$ cat src/rtl/led_pattern_pkg.sv
// Shared types for the LED pattern engine: FSM states, step modes and bounce direction.
package led_pattern_pkg;

  typedef enum logic [1:0] {
    IDLE  = 2'd0,
    RUN   = 2'd1,
    PAUSE = 2'd2
  } state_t;

  typedef enum logic [1:0] {
    ROT_L  = 2'd0,
    ROT_R  = 2'd1,
    BOUNCE = 2'd2,
    BLINK  = 2'd3
  } mode_t;

  localparam logic DIR_L = 1'b0;
  localparam logic DIR_R = 1'b1;

endpackage

$ cat src/rtl/led_pattern_engine_btn_conditioner.sv
// Button conditioning: 2-flop synchroniser, optional debounce filter (LPE_DEBOUNCE_EN),
// rising-edge detector producing the single-cycle pulse btn_p.
module btn_conditioner #(
  parameter int unsigned DEB_CYCLES = 1000000
) (
  input  logic clk,
  input  logic rst_n,
  input  logic button,
  output logic btn_p
);

  logic sync1, sync2;
  logic level, level_d;

  always_ff @(posedge clk or negedge rst_n) begin
    if (!rst_n) begin
      sync1 <= 1'b0;
      sync2 <= 1'b0;
    end else begin
      sync1 <= button;
      sync2 <= sync1;
    end
  end

`ifdef LPE_DEBOUNCE_EN
  localparam int unsigned DCW = $clog2(DEB_CYCLES + 1);
  logic [DCW-1:0] deb_cnt;
  logic           filt;

  // Filtered level flips only after DEB_CYCLES consecutive cycles at the new level.
  always_ff @(posedge clk or negedge rst_n) begin
    if (!rst_n) begin
      deb_cnt <= '0;
      filt    <= 1'b0;
    end else if (sync2 == filt) begin
      deb_cnt <= '0;
    end else if (deb_cnt == DCW'(DEB_CYCLES - 1)) begin
      deb_cnt <= '0;
      filt    <= sync2;
    end else begin
      deb_cnt <= deb_cnt + 1'b1;
    end
  end

  assign level = filt;
`else
  assign level = sync2;
`endif

  always_ff @(posedge clk or negedge rst_n) begin
    if (!rst_n) level_d <= 1'b0;
    else        level_d <= level;
  end

  assign btn_p = level & ~level_d;

endmodule

$ cat src/rtl/led_pattern_engine.sv
// LED pattern engine top: start/pause FSM, programmable tick counter and pattern stepping.
// Optional button debounce is enabled by defining LPE_DEBOUNCE_EN.
module led_pattern_engine
  import led_pattern_pkg::*;
#(
  parameter int unsigned LED_W      = 16,
  parameter int unsigned SEL_W      = 3,
  parameter int unsigned TICK_DIV   = 100000000,
  parameter int unsigned DEB_CYCLES = 1000000
) (
  input  logic             clk,
  input  logic             rst_n,
  input  logic             button,
  input  logic [SEL_W-1:0] switch,
  input  logic [1:0]       mode,
  input  logic [1:0]       speed,
  output logic [LED_W-1:0] led,
  output logic             running
);

  localparam int unsigned CNT_W = $clog2(TICK_DIV);

  state_t           state;
  logic [CNT_W-1:0] cnt, term;
  logic [LED_W-1:0] pat, pat_nxt, seed;
  logic             dir, dir_nxt;
  logic             phase, phase_nxt;
  logic             tick;
  logic             btn_p;

  btn_conditioner #(
    .DEB_CYCLES (DEB_CYCLES)
  ) u_btn (
    .clk    (clk),
    .rst_n  (rst_n),
    .button (button),
    .btn_p  (btn_p)
  );

  always_comb begin
    seed = '0;
    for (int unsigned i = 0; i < LED_W; i++) begin
      if (i <= 32'(switch)) seed[i] = 1'b1;
    end
  end

  // Comparing with >= lets a speed-up mid-period wrap on the very next cycle.
  assign term = CNT_W'((TICK_DIV >> speed) - 1);
  assign tick = (state == RUN) && (cnt >= term);

  always_comb begin
    pat_nxt   = pat;
    dir_nxt   = dir;
    phase_nxt = phase;
    if (state == IDLE) begin
      pat_nxt = seed;
    end else if (tick) begin
      phase_nxt = 1'b0;
      case (mode_t'(mode))
        ROT_L: pat_nxt = {pat[LED_W-2:0], pat[LED_W-1]};
        ROT_R: pat_nxt = {pat[0], pat[LED_W-1:1]};
        BOUNCE: begin
          if (pat[LED_W-1] && pat[0]) begin
            pat_nxt = pat;
          end else if (dir == DIR_L) begin
            if (pat[LED_W-1]) begin
              dir_nxt = DIR_R;
              pat_nxt = pat >> 1;
            end else begin
              pat_nxt = pat << 1;
            end
          end else begin
            if (pat[0]) begin
              dir_nxt = DIR_L;
              pat_nxt = pat << 1;
            end else begin
              pat_nxt = pat >> 1;
            end
          end
        end
        BLINK:   phase_nxt = ~phase;
        default: pat_nxt = pat;
      endcase
    end
  end

  // The step is computed before the state transition, so a coincident btn_p freezes the stepped value.
  always_ff @(posedge clk or negedge rst_n) begin
    if (!rst_n) begin
      state   <= IDLE;
      cnt     <= '0;
      pat     <= LED_W'(1);
      dir     <= DIR_L;
      phase   <= 1'b0;
      led     <= LED_W'(1);
      running <= 1'b0;
    end else begin
      pat   <= pat_nxt;
      dir   <= dir_nxt;
      phase <= phase_nxt;
      led   <= phase_nxt ? '0 : pat_nxt;
      case (state)
        IDLE: begin
          cnt <= '0;
          if (btn_p) begin
            state   <= RUN;
            running <= 1'b1;
          end
        end
        RUN: begin
          cnt <= tick ? '0 : cnt + 1'b1;
          if (btn_p) begin
            state   <= PAUSE;
            running <= 1'b0;
          end
        end
        PAUSE: begin
          if (btn_p) begin
            state   <= RUN;
            running <= 1'b1;
          end
        end
        default: begin
          state   <= IDLE;
          running <= 1'b0;
        end
      endcase
    end
  end

endmodule

$ cat config.mk
export PLATFORM = sky130hd
export DESIGN_NAME = led_pattern_engine
export DESIGN_NICKNAME = d
export VERILOG_FILES = /design/src/rtl/led_pattern_pkg.sv /design/src/rtl/led_pattern_engine_btn_conditioner.sv /design/src/rtl/led_pattern_engine.sv
export SDC_FILE = /design/constraint.sdc
export NUM_CORES = 1
export LEC_CHECK = 0
export CAP_MARGIN = 25
export CORE_MARGIN = 3
export CORE_UTILIZATION = 59
export DETAILED_ROUTE_END_ITERATION = 8
export PLACE_DENSITY_LB_ADDON = 0.12
export SLEW_MARGIN = 20
export SYNTH_ARGS = -nofsm -noshare
export SYNTH_HDL_FRONTEND = slang
export SYNTH_SLANG_ARGS = --single-unit
$ cat constraint.sdc
create_clock -name clk -period 3.85 [get_ports clk]
set_clock_uncertainty 0.1 [all_clocks]
set_input_delay 0.5775 -clock clk [delete_from_list [all_inputs] [get_ports clk]]
set_output_delay 0.5775 -clock clk [all_outputs]
set_load 0.02 [all_outputs]
; After elaboration in Yosys (flattened, before gate mapping)
; Index checks and enable logic that the tools add are counted.
[op_classes]
n_addsub = 2
n_lt_le_gt_ge = 8
n_eq_ne = 7
shift = 1
n_mux = 29
bitwise = 5
n_reduce_logical = 8
[ops]
columns = cell, n
row1 = 16-bit two-way mux, 7
row2 = 27-bit case mux with 2 select lines, 1
row3 = 16-bit case mux with 3 select lines, 1
row4 = 27-bit by 1-bit adder with 27-bit output (second input constant), 1
row5 = 27-bit greater-or-equal comparator, 1
row6 = 27-bit two-way mux, 1
row7 = 27-bit by 2-bit >> shifter with 27-bit output (first input constant), 1
row8 = 27-bit by 1-bit subtractor with 27-bit output (second input constant), 1
row9 = 1-bit two-way mux, 15
row10 = 3-bit <= comparator (first input constant), 4
row11 = 2-bit equality test (second input constant), 3
row12 = 2-bit by 3-bit <= comparator with 1-bit output (first input constant), 2
row13 = 2-bit by 1-bit equality test with 1-bit output (second input constant), 2
row14 = 2-bit logical NOT, 2
row15 = 2-bit two-way mux, 2
row16 = 1-bit NOT, 4
row17 = 2-bit case mux with 2 select lines, 1
row18 = 4-bit AND reduction, 1
row19 = 1-bit by 3-bit <= comparator with 1-bit output (first input constant), 1
row20 = 1-bit logical AND, 2
row21 = 2-bit by 1-bit inequality test with 1-bit output (second input constant), 1
row22 = 2-bit inequality test (second input constant), 1
row23 = 1-bit case mux with 2 select lines, 1
row24 = 2-bit AND reduction, 1
row25 = other kinds (3), 3
[totals]
regBits = 67
in_bits = 10
out_inout_bits = 17
wordCells = 70

; Longest topological paths before layout
; Gate-level depths: netlist of run 1.
[depth]
word_depth = 7
ltp_mapped = 15

; Modules after synthesis
; A second synthesis of run 1 with hierarchy kept.
[unflattened]
cells_unflattened = 424
hier_area_um2 = 3976.3
[modules_own_cells]
columns = module, n_inst, cells_each, area_per_inst_um2, seq_area_each_um2
row1 = led_pattern_engine, 1, 420, 3887.5, 1604.0
row2 = btn_conditioner, 1, 4, 88.8, 75.1

; Worst setup path before layout of run 1
; OpenSTA, ideal clock, no wires.
[synth_path]
path_type = input to register
from = input speed[1]
to = register led[10]
setup_time_ns = 0.107
arrival_ns = 3.077
required_time_ns = 3.643
slack_ns = 0.566
cell_stages = 14
n_path_buf = 1
cell_sequence = inv_1 nor2_1 inv_1 ha_1 ha_1 nand3_1 o31ai_1 a21oi_1 o211a_1 nor2_2 mux2i_4 inv_2 buf_6 a2111oi_4
[synth_via]
elab_chain_len = 7
elab_cells_between_ends = 9
cone_classes = add/sub (1) / order compare (1) / shift (1) / mux (5) / reduce/logical (1)
[synth_lines]
columns = element, line
row1 = "start, declared", led_pattern_engine.sv:16  ; input logic [1:0] speed,
row2 = 27-bit by 2-bit >> shifter with 27-bit output, led_pattern_engine.sv:48  ; assign term = CNT_W'((TICK_DIV >> speed) - 1);
row3 = 27-bit by 1-bit subtractor with 27-bit output, led_pattern_engine.sv:48
row4 = 27-bit greater-or-equal comparator, led_pattern_engine.sv:49  ; assign tick = (state == RUN) && (cnt >= term);
row5 = 1-bit logical AND, led_pattern_engine.sv:49
row6 = 1-bit two-way mux, led_pattern_engine.sv:57  ; end else if (tick) begin
row7 = 1-bit two-way mux, led_pattern_engine.sv:55  ; if (state == IDLE) begin
row8 = net phase_nxt, led_pattern_engine.sv:27  ; logic phase, phase_nxt;
row9 = 16-bit two-way mux, led_pattern_engine.sv:101  ; led <= phase_nxt ? '0 : pat_nxt;
row10 = "end signal, assigned", led_pattern_engine.sv:101
row11 = "end, declared", led_pattern_engine.sv:17  ; output logic [LED_W-1:0] led,
; The timed path passes the listed nets, and every way through them passes these cells.
; A chain may end at the register's enable or synchronous reset.

; Final worst setup path of run 1
[layout_path]
from = input speed[0]
to = register led[15]
[layout_via]
elab_chain_len = 7
elab_cells_between_ends = 9
cone_classes = add/sub (1) / order compare (1) / shift (1) / mux (5) / reduce/logical (1)
[layout_lines]
columns = element, line
row1 = 27-bit by 2-bit >> shifter with 27-bit output (*), led_pattern_engine.sv:48
row2 = 27-bit by 1-bit subtractor with 27-bit output (*), led_pattern_engine.sv:48
row3 = 27-bit greater-or-equal comparator (*), led_pattern_engine.sv:49
row4 = 1-bit logical AND (*), led_pattern_engine.sv:49
row5 = 16-bit two-way mux or 1-bit two-way mux (tied branches), led_pattern_engine.sv:57
row6 = 16-bit two-way mux or 1-bit two-way mux (tied branches), led_pattern_engine.sv:55
row7 = 16-bit two-way mux (*), led_pattern_engine.sv:101
; Mark *: on every way between the ends. The rest lies on a longest branch, timed or not.

==> tab_implementation.tex, run 1 <==
\begin{tabular}{lr}
\hline
Metric & Value \\
\hline
\multicolumn{2}{l}{\textbf{Status}} \\
\quad Result of the run & completed \\
\multicolumn{2}{l}{\textbf{Placed design}} \\
\quad Buffers added on ports & 26 \\
\quad Global placement routability congestion & 0.870 \\
\quad Dpl hpwl & 6500 µm \\
\quad Placed cell area & about 4400 µm² \\
\quad Post-Place Worst Slack & -0.00620 ns \\
\multicolumn{2}{l}{\textbf{Clock tree}} \\
\quad Maximum level of the CTS H-tree & 3 \\
\quad CTS Hold Buffers Added & 0 \\
\quad Number of clock sinks seen by CTS & 67 \\
\quad Cell at the root of the clock tree & clkbuf\_8 \\
\quad Cts bufs inserted & 9 \\
\quad Clk slew on worst S/H paths & 0.08 ns \\
\quad Resized Gates After CTS & 0 \\
\quad Number of buffers added for setup after CTS & 0 \\
\quad Clock latency reported for the late side of the worst-skew pair & $\sim$0.34 ns \\
\quad Maximum count of clock buffers along a single path & 2 \\
\quad CTS tree & done \\
\multicolumn{2}{l}{\textbf{Drt}} \\
\quad Per-cell via count in the routed design & 6.41 \\
\quad WL/cell & $\sim$17 µm \\
\quad Final Routed Wirelength & 9350 µm \\
\quad Detailed Route Iter0 Violations & 289 \\
\quad Count of vias placed by the detailed router & 3536 \\
\quad Remaining antenna violation count after routing & 0 \\
\quad Pre-Repair DR Iteration Count & 6 \\
\quad DRC & 0 \\
\multicolumn{2}{l}{\textbf{Power}} \\
\quad Leak Pwr & 2.03 nW \\
\quad Total design power & roughly 2.1 mW \\
\quad Power Dens Cells & 456 nW/µm² \\
\quad Worst vdd ir & about 0.00032 V \\
\multicolumn{2}{l}{\textbf{Finish}} \\
\quad Post-layout net count & a little over 500 \\
\quad Area added between synthesis and finish & 16.5\% \\
\quad Layout filler cell count & 504 \\
\quad Number of antenna repair diodes & 0 \\
\quad Fraction of final layout cells sized beyond drive strength 1 & 11.8\% \\
\quad Utilization of the core after routing & a little under three quarters \\
\quad Area of all placed cells without fillers & 4630 µm² \\
\multicolumn{2}{l}{\textbf{Timing}} \\
\quad Final critical-path required period & 3.50 ns \\
\quad Least setup slack across all paths after layout & 0.347 ns \\
\quad Headroom to the max-slew limit & 50.1\% \\
\quad Period utilization & 91.0\% \\
\quad Transition at the pin with the smallest max-transition slack & roughly 0.75 ns \\
\quad Highest clock frequency the design can meet & 285 MHz \\
\quad Final Hold Slack & 0.116 ns \\
\quad Final setup violation count & 0 \\
\quad Count of endpoints failing hold in the final timing report & 0 \\
\quad Max-slew violation count & 0 \\
\quad Unrepaired setup endpoints after global routing & no \\
\multicolumn{2}{l}{\textbf{Worst setup path}} \\
\quad Type of destination of the critical path & flop \\
\quad Setup CP Type & primary input to flop \\
\quad Element type at the critical path start & primary input \\
\quad Crit path arrival time & 3.63 ns \\
\quad CP Max Fanout & 8 \\
\quad Required time of the critical path & 3.98 ns \\
\multicolumn{2}{l}{\textbf{Die}} \\
\quad Die outline height & 88.1 µm \\
\quad Area enclosed by the die boundary & 7760 µm² \\
\quad I/O pin total & 27 \\
\quad Effective utilization at floorplan & between 60\% and 70\% \\
\quad \# rows & 29 \\
\quad Die Wd & 88.1 µm \\
\quad Area of the core & between 6000 and 7000 µm² \\
\multicolumn{2}{l}{\textbf{Global route}} \\
\quad Total routing usage reported by global routing & 26.8\% \\
\quad Global-route wire length before repair & 16300 µm \\
\quad Pin count of the biggest net entering global routing & 45 \\
\quad Number of antenna violations at the first check in global routing & 0 \\
\quad Overflow after GRT & 0 \\
\quad Vias in the first global route & between 3000 and 4000 \\
\multicolumn{2}{l}{\textbf{Synth}} \\
\quad Flip-flop cell with the highest count after synthesis & dfrtp\_1 \\
\quad Synth warnings & 0 \\
\quad Post-synth cell types & 58 \\
\quad Number of flip-flops and latches in the synthesized netlist & 67 \\
\quad Post-synth EDFFs & 0 \\
\quad Asr flop ratio synth & 100\% \\
\quad Post-Synthesis Mean Instance Area & 9.21 µm² \\
\quad Cell area after synthesis & 3980 µm² \\
\quad Sequential element share of the synthesized area & between 40\% and 50\% \\
\quad Gate Count Post-Synth & 432 \\
\multicolumn{2}{l}{\textbf{Run}} \\
\quad Maxcap violations & 0 \\
\multicolumn{2}{l}{\textbf{Min path}} \\
\quad Worst hold path type & primary input to asynchronous set/reset pin \\
\hline
\end{tabular}
worst max-delay path: stages:
cell and delay, ns:
clkdlybuf4s50_1 0.48, inv_1 0.10, nand2_1 0.12, inv_1 0.06, ha_1 0.29, nand3_1 0.15
nor4_2 0.37, nand4_1 0.22, o211a_1 0.28, nor2_2 0.19, mux2i_4 0.27, inv_2 0.15
a2111oi_1 0.38
final timing paths:
| check | from | end | slack [ns] | cells after the start |
|---|---|---|---|---|
| max | speed[0] | led[15] | 0.35 | 13 |
| min | rst_n | cnt[22] | 0.12 | 1 |
| max reg2reg | cnt[23] | led[15] | 0.89 | 9 |
| min reg2reg | u_btn.sync1 | u_btn.level | 0.26 | 0 |
| max in group asynchronous | rst_n | phase | 2.57 | 2 |
| min in group clk | u_btn.sync1 | u_btn.level | 0.26 | 0 |
Yosys cell counts (all sizes together), types with 3 or more instances:
cell type	count	area [µm²]
a2111oi	6	148
a211oi	10	75.1
a21o	4	30.0
a21oi	25	125
a222oi	12	120
a31oi	19	119
and2	7	43.8
and3	9	56.3
and4	3	26.3
buf	6	35.0
clkbuf	15	56.3
dfrtp	65	1630
ha	23	288
inv	20	75.1
mux2i	6	72.6
nand2	54	203
nand2b	4	25.0
nand3	14	70.1
nand4	5	31.3
nor2	37	141
nor2b	4	25.0
nor3	9	45.0
nor4	4	37.5
o211ai	3	27.5
o21ai	34	170
o22ai	3	18.8
o31ai	3	22.5
or2	5	31.3
cell usage in the layout, fill, tap and decap left out, drive strengths merged, types with 4 or more instances in the layout:
master | netlist | layout
nand2b | 4 | 4
and3 | 9 | 9
and2 | 7 | 7
mux2i | 6 | 6
o21ai | 34 | 34
a2111oi | 6 | 6
a21o | 4 | 4
nor3 | 9 | 9
nand4 | 5 | 5
nand3 | 14 | 14
nor4 | 4 | 4
inv | 20 | 21
a21oi | 25 | 25
clkdlybuf4s50 | 0 | 25
ha | 23 | 23
nand2 | 54 | 54
a31oi | 19 | 19
a211oi | 10 | 10
nor2b | 4 | 4
or2 | 5 | 5
a222oi | 12 | 12
clkbuf | 15 | 11
dfrtp | 65 | 65
nor2 | 37 | 37
buf | 6 | 23
layer usage:
metal | up-vias | GRT usage [%] | part of all wire [%]
li1 | 1684 | - | -
met1 | 1693 | 39.2 | 47
met2 | 145 | 41.4 | 46
met3 | 14 | 3.76 | 5.5
met4 | 0 | 8.52 | 1.6
met5 | - | 0 | 0
power by group:
part | leakage, nW | internal, mW | total [mW] | switching, mW
logic | 1.05 | 0.236 | 0.590 | 0.354
registers | 0.875 | 0.789 | 0.876 | 0.0876
clock network | 0.110 | 0.380 | 0.649 | 0.269
layout make-up:
| class | instances | area [µm²] | share of cell area [%] |
|---|---|---|---|
| clock buffers | 11 | 141 | 3.05 |
| clock inverters | 4 | 73.8 | 1.59 |
| inverters | 20 | 75.1 | 1.62 |
| multi-input cells | 325 | 2140 | 46.1 |
| flip-flops and latches | 67 | 1680 | 36.2 |
| well taps | 77 | 96.3 | 2.08 |
| repair buffers | 48 | 433 | 9.34 |
per-stage QoR:
stage	cells	TNS, ns
after floorplan	433	0
after global placement	537	0
after detailed placement	537	-0.00620
after CTS	552	0
after global routing	552	0
final	552	0
logic make-up after synthesis:
family,after synthesis,share of synthesized area (%)
AND/OR/NAND/NOR,157,18.9
AO/OA/AOI/OAI,134,25.0
flip-flops,67,42.2
buffers and inverters,41,4.18
adder cells (fa/ha/maj),23,7.24
multiplexers,6,1.82
other,2,0.189
XOR/XNOR,2,0.440
sequential cells by signal, indices dropped and copies added (netlist names):
signal         cells
cnt               27
led               16
pat               16
state              2
dir                1
phase              1
running            1
u_btn.level        1
u_btn.level_d      1
u_btn.sync1        1
No activity file was read; power rests on OpenSTA's default activity.
==> run 2: changes to the inputs <==
==> constraint.sdc (replaced) <==
create_clock -name clk -period 3.7 [get_ports clk]
set_clock_uncertainty 0.1 [all_clocks]
set_input_delay 0.555 -clock clk [delete_from_list [all_inputs] [get_ports clk]]
set_output_delay 0.555 -clock clk [all_outputs]
set_load 0.02 [all_outputs]
==> run 2 against run 1 <==
Compared with the run above: flip-flop and latch count unchanged; global-route usage shrank 0.32 points; core utilization increased by 0.58 points; clock power fell by 8.0%; critical endpoint unchanged.
==> tab_implementation.tex, run 2 (synthesis results as in run 1) <==
\begin{tabular}{lr}
\hline
Metric & Value \\
\hline
\multicolumn{2}{l}{\textbf{Finish}} \\
\quad Most common library cell in the layout ignoring fill and taps & dfrtp\_1 \\
\quad Largest reg by FF count & cnt \\
\quad Max reg flops & 27 (unchanged) \\
\quad Area of all placed cells without fillers & 4670 µm² (+0.81\%) \\
\quad Post-layout net count & 510 (+1.2\%) \\
\quad Number of antenna repair diodes & 0 (unchanged) \\
\quad Fraction of final layout cells sized beyond drive strength 1 & 12.7\% (+0.87 points) \\
\quad Area added between synthesis and finish & 17.5\% \\
\quad Commonest cells after routing, fill and taps aside & dfrtp\_1, nand2\_1, nor2\_1 \\
\quad Largest registers ranked by flip-flop count & cnt: 27 flops, led: 16 flops, pat: 16 flops \\
\multicolumn{2}{l}{\textbf{Die}} \\
\quad Die outline height & 88.1 µm (unchanged) \\
\quad Area enclosed by the die boundary & 7760 µm² (unchanged) \\
\quad \# rows & 29 (unchanged) \\
\quad Effective utilization at floorplan & 61.6\% (unchanged) \\
\quad I/O pin total & 27 (unchanged) \\
\quad Area of the core & 6460 µm² (unchanged) \\
\quad Die Wd & 88.1 µm (unchanged) \\
\multicolumn{2}{l}{\textbf{Worst setup path}} \\
\quad Crit path arrival time & 3.62 ns (about the same) \\
\quad Buf/Inv on CP & 5 (+1) \\
\quad Slowest cell on the critical path & clkdlybuf4s50\_1 \\
\quad Type of destination of the critical path & flop \\
\quad Crit. Startpoint & speed[1] \\
\quad Cells along the critical path & clkdlybuf4s50\_1 -> inv\_1 -> buf\_4 -> nand2\_1 -> inv\_1 -> ha\_1 -> nand2\_1 -> nor4\_4 -> nand4\_1 -> o211a\_1 -> nor2\_2 -> mux2i\_4 -> inv\_2 -> a2111oi\_1 \\
\quad Worst R2R Path Depth & 9 (unchanged) \\
\quad Slowest Stage Delay on Critical Path & 0.51 ns (+0.03 ns) \\
\quad CP Max Fanout & 9 (+1) \\
\quad Element type at the critical path start & primary input \\
\quad Setup CP Type & primary input to flop \\
\quad Kind of cell with the highest combined delay on the critical path & buffers and inverters \\
\quad Critical register-to-register path startpoint & cnt[25] \\
\quad Required time of the critical path & 3.82 ns (-0.16 ns) \\
\quad Slack of the worst reg-to-reg path & 0.75 ns (-0.14 ns) \\
\quad Terminus of the critical flop-to-flop path & led[15] \\
\multicolumn{2}{l}{\textbf{Clock tree}} \\
\quad CTS tree & done \\
\quad CTS Hold Buffers Added & 0 (unchanged) \\
\quad Maximum level of the CTS H-tree & 3 (unchanged) \\
\quad Clock latency reported for the late side of the worst-skew pair & 0.35 ns (about the same) \\
\quad Clk slew on worst S/H paths & 0.08 ns (about the same) \\
\quad Number of clock sinks seen by CTS & 67 (unchanged) \\
\quad Resized Gates After CTS & 0 (unchanged) \\
\quad Cell at the root of the clock tree & clkbuf\_8 \\
\quad Maximum count of clock buffers along a single path & 2 (unchanged) \\
\quad Cts bufs inserted & 9 (unchanged) \\
\quad Number of buffers added for setup after CTS & 0 (unchanged) \\
\multicolumn{2}{l}{\textbf{Drt}} \\
\quad Pre-Repair DR Iteration Count & 7 (+1) \\
\quad WL/cell & 16.7 µm (-1.2\%) \\
\quad Final Routed Wirelength & 9360 µm (about the same) \\
\quad Count of vias placed by the detailed router & 3548 (+0.34\%) \\
\quad DRC & 0 (unchanged) \\
\quad Remaining antenna violation count after routing & 0 (unchanged) \\
\quad Detailed Route Iter0 Violations & 368 (+27\%) \\
\quad Per-cell via count in the routed design & 6.35 (-0.92\%) \\
\multicolumn{2}{l}{\textbf{Timing}} \\
\quad Period utilization & 94.6\% \\
\quad Least setup slack across all paths after layout & 0.198 ns (-0.149 ns) \\
\quad Count of endpoints failing hold in the final timing report & 0 (unchanged) \\
\quad Highest clock frequency the design can meet & 286 MHz \\
\quad Final Hold Slack & 0.195 ns (+0.0792 ns) \\
\quad Transition at the pin with the smallest max-transition slack & 0.812 ns (+0.0642 ns) \\
\quad Final setup violation count & 0 (unchanged) \\
\quad Headroom to the max-slew limit & 45.8\% (-4.2 points) \\
\quad Max-slew violation count & 0 (unchanged) \\
\quad Unrepaired setup endpoints after global routing & no \\
\quad Final critical-path required period & roughly 3.5 ns \\
\multicolumn{2}{l}{\textbf{Global route}} \\
\quad Global-route wire length before repair & 16100 µm (-1.3\%) \\
\quad Pin count of the biggest net entering global routing & 37 (-18\%) \\
\quad Overflow after GRT & 0 (unchanged) \\
\quad Vias in the first global route & 3442 (+3.0\%) \\
\quad Number of antenna violations at the first check in global routing & 0 (unchanged) \\
\quad Total routing usage reported by global routing & 26.5\% (-0.32 points) \\
\multicolumn{2}{l}{\textbf{Run}} \\
\quad Maxcap violations & 0 (unchanged) \\
\multicolumn{2}{l}{\textbf{Power}} \\
\quad Power Dens Cells & 458 nW/µm² (+0.37\%) \\
\quad Share of total power in combinational logic & 29.5\% (+1.6 points) \\
\quad Total design power & 2.14 mW (+1.2\%) \\
\quad Net switching power & 0.750 mW (+5.6\%) \\
\quad Fraction of power spent switching nets & 35.0\% (+1.5 points) \\
\quad Part of the total power dissipated in sequential elements & 42.6\% (+1.2 points) \\
\quad Internal power consumption & 1.39 mW (-1.1\%) \\
\quad Worst vdd ir & 0.000344 V (+7.4\%) \\
\quad Leak Pwr & 2.05 nW (+1.1\%) \\
\quad Clock network fraction of total power & 27.9\% (-2.8 points) \\
\multicolumn{2}{l}{\textbf{Placed design}} \\
\quad Dpl hpwl & 6520 µm (+0.29\%) \\
\quad Global placement routability congestion & 0.914 (+5.1\%) \\
\quad Post-Place Worst Slack & -0.173 ns (-0.167 ns) \\
\quad Placed cell area & 4480 µm² (+1.3\%) \\
\quad Buffers added on ports & 26 (unchanged) \\
\multicolumn{2}{l}{\textbf{Status}} \\
\quad Result of the run & completed \\
\multicolumn{2}{l}{\textbf{Min path}} \\
\quad Worst hold path type & primary input to asynchronous set/reset pin \\
\hline
\end{tabular}
-- run 2: changes by cell type in the layout (fill, tap and decap cells not counted), sizes merged --
cell / previous run / this run
inv: 21 / 20
clkinv: 1 / 2
bufinv: 2 / 1
clkinvlp: 0 / 1
clkbuf: 11 / 12
buf: 23 / 29
-- run 2: how the worst max path moves through the flow --
stage,to,depth (start not counted),slack [ns]
floorplan,led[10],14,0.44
global placement,led[15],14,-0.02
detailed placement,led[15],14,-0.17
CTS,led[15],14,0.19
global route,led[15],14,0.02
finish,led[15],14,0.20
-- run 2: area by class of cell --
| class | instances | area (µm²) |
|---|---|---|
| Inverter | 20 | 75.1 |
| Sequential cell | 67 | 1680 |
| Timing Repair Buffer | 54 | 490 |
| Tap cell | 77 | 96.3 |
| Clock buffer | 12 | 135 |
| Clock inverter | 4 | 51.3 |
| Multi-Input combinational cell | 325 | 2140 |
| Fill cell | 491 | 1790 |
-- run 2: per-layer routing --
metal  vias to the layer above  share of wire, %  GRT usage (%)
li1                       1696                 -              -
met5                         -                 0              0
met3                        21               7.0           4.61
met1                      1687                46           36.7
met2                       144                45           41.4
met4                         0               1.8           11.1
-- run 2: stage by stage --
step                      TNS, ns  std cells  utilization [%]
after floorplan                 0        433                -
after global placement    -0.0220        543             69.3
after detailed placement   -0.958        543             69.3
after CTS                       0        559             72.2
after global routing            0        559             72.3
final                           0        559             72.3
-- run 2: worst register-to-register path: cells and delay by family (launching register included) --
| family | cells | cell delay [ns] |
|---|---|---|
| AND/OR/NAND/NOR | 4 | 0.82 |
| AO/OA/AOI/OAI | 2 | 0.69 |
| flip-flops | 1 | 0.45 |
| adder cells (fa/ha/maj) | 1 | 0.34 |
| multiplexers | 1 | 0.27 |
| buffers and inverters | 1 | 0.16 |
-- run 2: power by group through the flow --
stage / clock (mW) / combinational, mW / sequential [mW]
after global routing: 0.636 / 0.699 / 0.927
after global placement: 0 / 0.607 / 0.917
after CTS: 0.604 / 0.629 / 0.910
after floorplan: 0 / 0.353 / 0.934
final: 0.597 / 0.631 / 0.912
after detailed placement: 0 / 0.625 / 0.923
==> run 3: changes to the inputs <==
--- a/config.mk
+++ b/config.mk
@@ -10,6 +10,7 @@
 export CORE_UTILIZATION = 59
 export DETAILED_ROUTE_END_ITERATION = 8
 export PLACE_DENSITY_LB_ADDON = 0.12
+export SETUP_SLACK_MARGIN = 0.02
 export SLEW_MARGIN = 20
 export SYNTH_ARGS = -nofsm -noshare
 export SYNTH_HDL_FRONTEND = slang
==> run 3 against run 2 <==
Compared with the run above: setup slack improved by 0.045 ns; first-iteration DRC count decreased by 4.3%; critical path depth is 1 higher; die area stayed put.
==> tab_implementation.tex, run 3 (synthesis results as in run 1) <==
\begin{tabular}{lr}
\hline
Metric & Value \\
\hline
\multicolumn{2}{l}{\textbf{Power}} \\
\quad Power Dens Cells & 457 nW/µm² (-0.18\%) \\
\quad Leak Pwr & 2.05 nW (about the same) \\
\quad Share of total power in combinational logic & 29.5\% (about the same) \\
\quad Internal power consumption & 1.39 mW (unchanged) \\
\quad Fraction of power spent switching nets & 35.0\% (-0.044 points) \\
\quad Net switching power & 0.749 mW (-0.19\%) \\
\quad Part of the total power dissipated in sequential elements & 42.7\% (about the same) \\
\quad Clock network fraction of total power & 27.8\% (about the same) \\
\quad Worst vdd ir & 0.000344 V (about the same) \\
\multicolumn{2}{l}{\textbf{Drt}} \\
\quad Detailed Route Iter0 Violations & 352 (-4.3\%) \\
\quad WL/cell & 16.6 µm (-0.65\%) \\
\quad DRC & 0 (unchanged) \\
\quad Remaining antenna violation count after routing & 0 (unchanged) \\
\quad Final Routed Wirelength & 9300 µm (-0.65\%) \\
\quad Count of vias placed by the detailed router & 3560 (+0.34\%) \\
\quad Pre-Repair DR Iteration Count & 8 (+1) \\
\quad Per-cell via count in the routed design & 6.37 (+0.34\%) \\
\multicolumn{2}{l}{\textbf{Timing}} \\
\quad Count of endpoints failing hold in the final timing report & 0 (unchanged) \\
\quad Final setup violation count & 0 (unchanged) \\
\quad Unrepaired setup endpoints after global routing & no \\
\quad Highest clock frequency the design can meet & 289 MHz (+1.3\%) \\
\quad Transition at the pin with the smallest max-transition slack & 0.813 ns (+0.000713 ns) \\
\quad Least setup slack across all paths after layout & 0.244 ns (+0.0454 ns) \\
\quad Final critical-path required period & 3.46 ns (-0.0454 ns) \\
\quad Max-slew violation count & 0 (unchanged) \\
\quad Headroom to the max-slew limit & 45.8\% (-0.048 points) \\
\quad Summed negative setup slack over all endpoints & 0 ns (unchanged) \\
\quad Period utilization & 93.4\% (-1.2 points) \\
\multicolumn{2}{l}{\textbf{Die}} \\
\quad I/O pin total & 27 (unchanged) \\
\quad \# rows & 29 (unchanged) \\
\quad Effective utilization at floorplan & 61.6\% (unchanged) \\
\quad Die outline height & 88.1 µm (unchanged) \\
\quad Area enclosed by the die boundary & 7760 µm² (unchanged) \\
\quad Area of the core & 6460 µm² (unchanged) \\
\quad Die Wd & 88.1 µm (unchanged) \\
\multicolumn{2}{l}{\textbf{Clock tree}} \\
\quad Maximum count of clock buffers along a single path & 2 (unchanged) \\
\quad Cts bufs inserted & 9 (unchanged) \\
\quad CTS Hold Buffers Added & 0 (unchanged) \\
\quad CTS tree & done \\
\quad Cell at the root of the clock tree & clkbuf\_8 \\
\quad Clk slew on worst S/H paths & 0.07 ns (about the same) \\
\quad Maximum level of the CTS H-tree & 3 (unchanged) \\
\quad Clock latency reported for the late side of the worst-skew pair & 0.35 ns (about the same) \\
\quad Number of clock sinks seen by CTS & 67 (unchanged) \\
\multicolumn{2}{l}{\textbf{Worst setup path}} \\
\quad Required time of the critical path & 3.84 ns (+0.02 ns) \\
\quad Cells along the critical path & clkdlybuf4s50\_1 -> inv\_1 -> buf\_4 -> nand2\_1 -> inv\_1 -> ha\_1 -> nand2\_1 -> nor4\_4 -> nand4\_1 -> o211a\_1 -> nor2\_2 -> mux2i\_4 -> inv\_2 -> buf\_4 -> nor4\_1 \\
\quad Kind of cell with the highest combined delay on the critical path & buffers and inverters \\
\quad Buf/Inv on CP & 6 (+1) \\
\quad CP Max Fanout & 9 (unchanged) \\
\quad Crit path arrival time & 3.60 ns (-0.02 ns) \\
\quad Setup CP Type & primary input to flop \\
\quad Slowest Stage Delay on Critical Path & 0.51 ns (about the same) \\
\quad Slack of the worst reg-to-reg path & 0.81 ns (+0.06 ns) \\
\quad Slowest cell on the critical path & clkdlybuf4s50\_1 \\
\quad Element type at the critical path start & primary input \\
\quad Type of destination of the critical path & flop \\
\multicolumn{2}{l}{\textbf{Global route}} \\
\quad Number of antenna violations at the first check in global routing & 0 (unchanged) \\
\quad Overflow after GRT & 0 (unchanged) \\
\quad Global-route wire length before repair & 16100 µm (unchanged) \\
\quad Vias in the first global route & 3442 (unchanged) \\
\quad Total routing usage reported by global routing & 26.5\% (unchanged) \\
\quad Pin count of the biggest net entering global routing & 37 (unchanged) \\
\multicolumn{2}{l}{\textbf{Finish}} \\
\quad Commonest cells after routing, fill and taps aside & dfrtp\_1, nand2\_1, nor2\_1 \\
\quad Layout Cells excl Fill & 559 (unchanged) \\
\quad Post-layout net count & 510 (unchanged) \\
\quad Area added between synthesis and finish & 17.6\% \\
\quad Utilization of the core after routing & 72.4\% (+0.077 points) \\
\quad Largest reg by FF count & cnt \\
\quad Most common library cell in the layout ignoring fill and taps & dfrtp\_1 \\
\quad Fraction of final layout cells sized beyond drive strength 1 & 12.9\% (+0.21 points) \\
\quad Area of all placed cells without fillers & 4680 µm² (+0.11\%) \\
\quad Number of antenna repair diodes & 0 (unchanged) \\
\quad Largest registers ranked by flip-flop count & cnt: 27 flops, led: 16 flops, pat: 16 flops \\
\quad Max reg flops & 27 (unchanged) \\
\multicolumn{2}{l}{\textbf{Placed design}} \\
\quad Placed cell area & 4480 µm² (unchanged) \\
\quad Buffers added on ports & 26 (unchanged) \\
\quad Post-Place Worst Slack & -0.173 ns (unchanged) \\
\quad Dpl hpwl & 6520 µm (unchanged) \\
\quad Global placement routability congestion & 0.914 (unchanged) \\
\quad Dpl cells & 543 (unchanged) \\
\multicolumn{2}{l}{\textbf{Status}} \\
\quad Result of the run & completed \\
\multicolumn{2}{l}{\textbf{Min path}} \\
\quad Worst hold path type & primary input to asynchronous set/reset pin \\
\multicolumn{2}{l}{\textbf{Run}} \\
\quad Maxcap violations & 0 (unchanged) \\
\hline
\end{tabular}
[run 3: power groups by stage]
stage	Clock [mW]	Sequential, mW	Combinational [mW]
detailed placement	0	0.923	0.625
floorplan	0	0.934	0.353
CTS	0.604	0.910	0.629
global placement	0	0.917	0.607
finish	0.595	0.913	0.631
global route	0.636	0.927	0.700
[run 3: worst paths after layout]
check | startpoint | to | cells after the start
worst max-delay path | speed[1] | led[7] | 15
worst min-delay path | rst_n | cnt[19] | 1
worst max register to register | cnt[25] | led[7] | 10
worst min register to register | u_btn.sync1 | u_btn.level | 0
max in group asynchronous | rst_n | pat[0] | 2
min in group clk | u_btn.sync1 | u_btn.level | 0
[run 3: metal layers]
layer  track usage [%]  routed length [µm]
met5                 0                   0
met4              11.1                 157
met3              4.61                 657
met2              41.4                4280
met1              36.7                4210
[run 3: worst register-to-register path: stages (launching register included)]
cell and delay, ns:
dfrtp_1 0.44, ha_1 0.33, nand3_1 0.17, nor4_4 0.28, nand4_1 0.17, o211a_1 0.26, nor2_2 0.20, mux2i_4 0.27
inv_2 0.17, buf_4 0.19, nor4_1 0.21
[run 3: layout make-up]
class                   count  area (µm²)
clock inverters             4        51.3
fillers                   490        1780
multi-input cells         325        2150
well taps                  77        96.3
inverters                  20        75.1
clock buffers              12         135
repair buffers             54         490
flip-flops and latches     67        1680
[run 3: timing repair]
action / CTS / global route
setup endpoints to repair: 0 / 2
resized for setup: 0 / 2
buffers inserted: 0 / 0
[run 3: stage by stage]
stage               hold slack (ns)  total power [mW]
finish                        0.194              2.14
global route                  0.241              2.26
CTS                           0.215              2.14
detailed placement            0.241              1.55
global placement              0.236              1.52
floorplan                     0.159              1.29
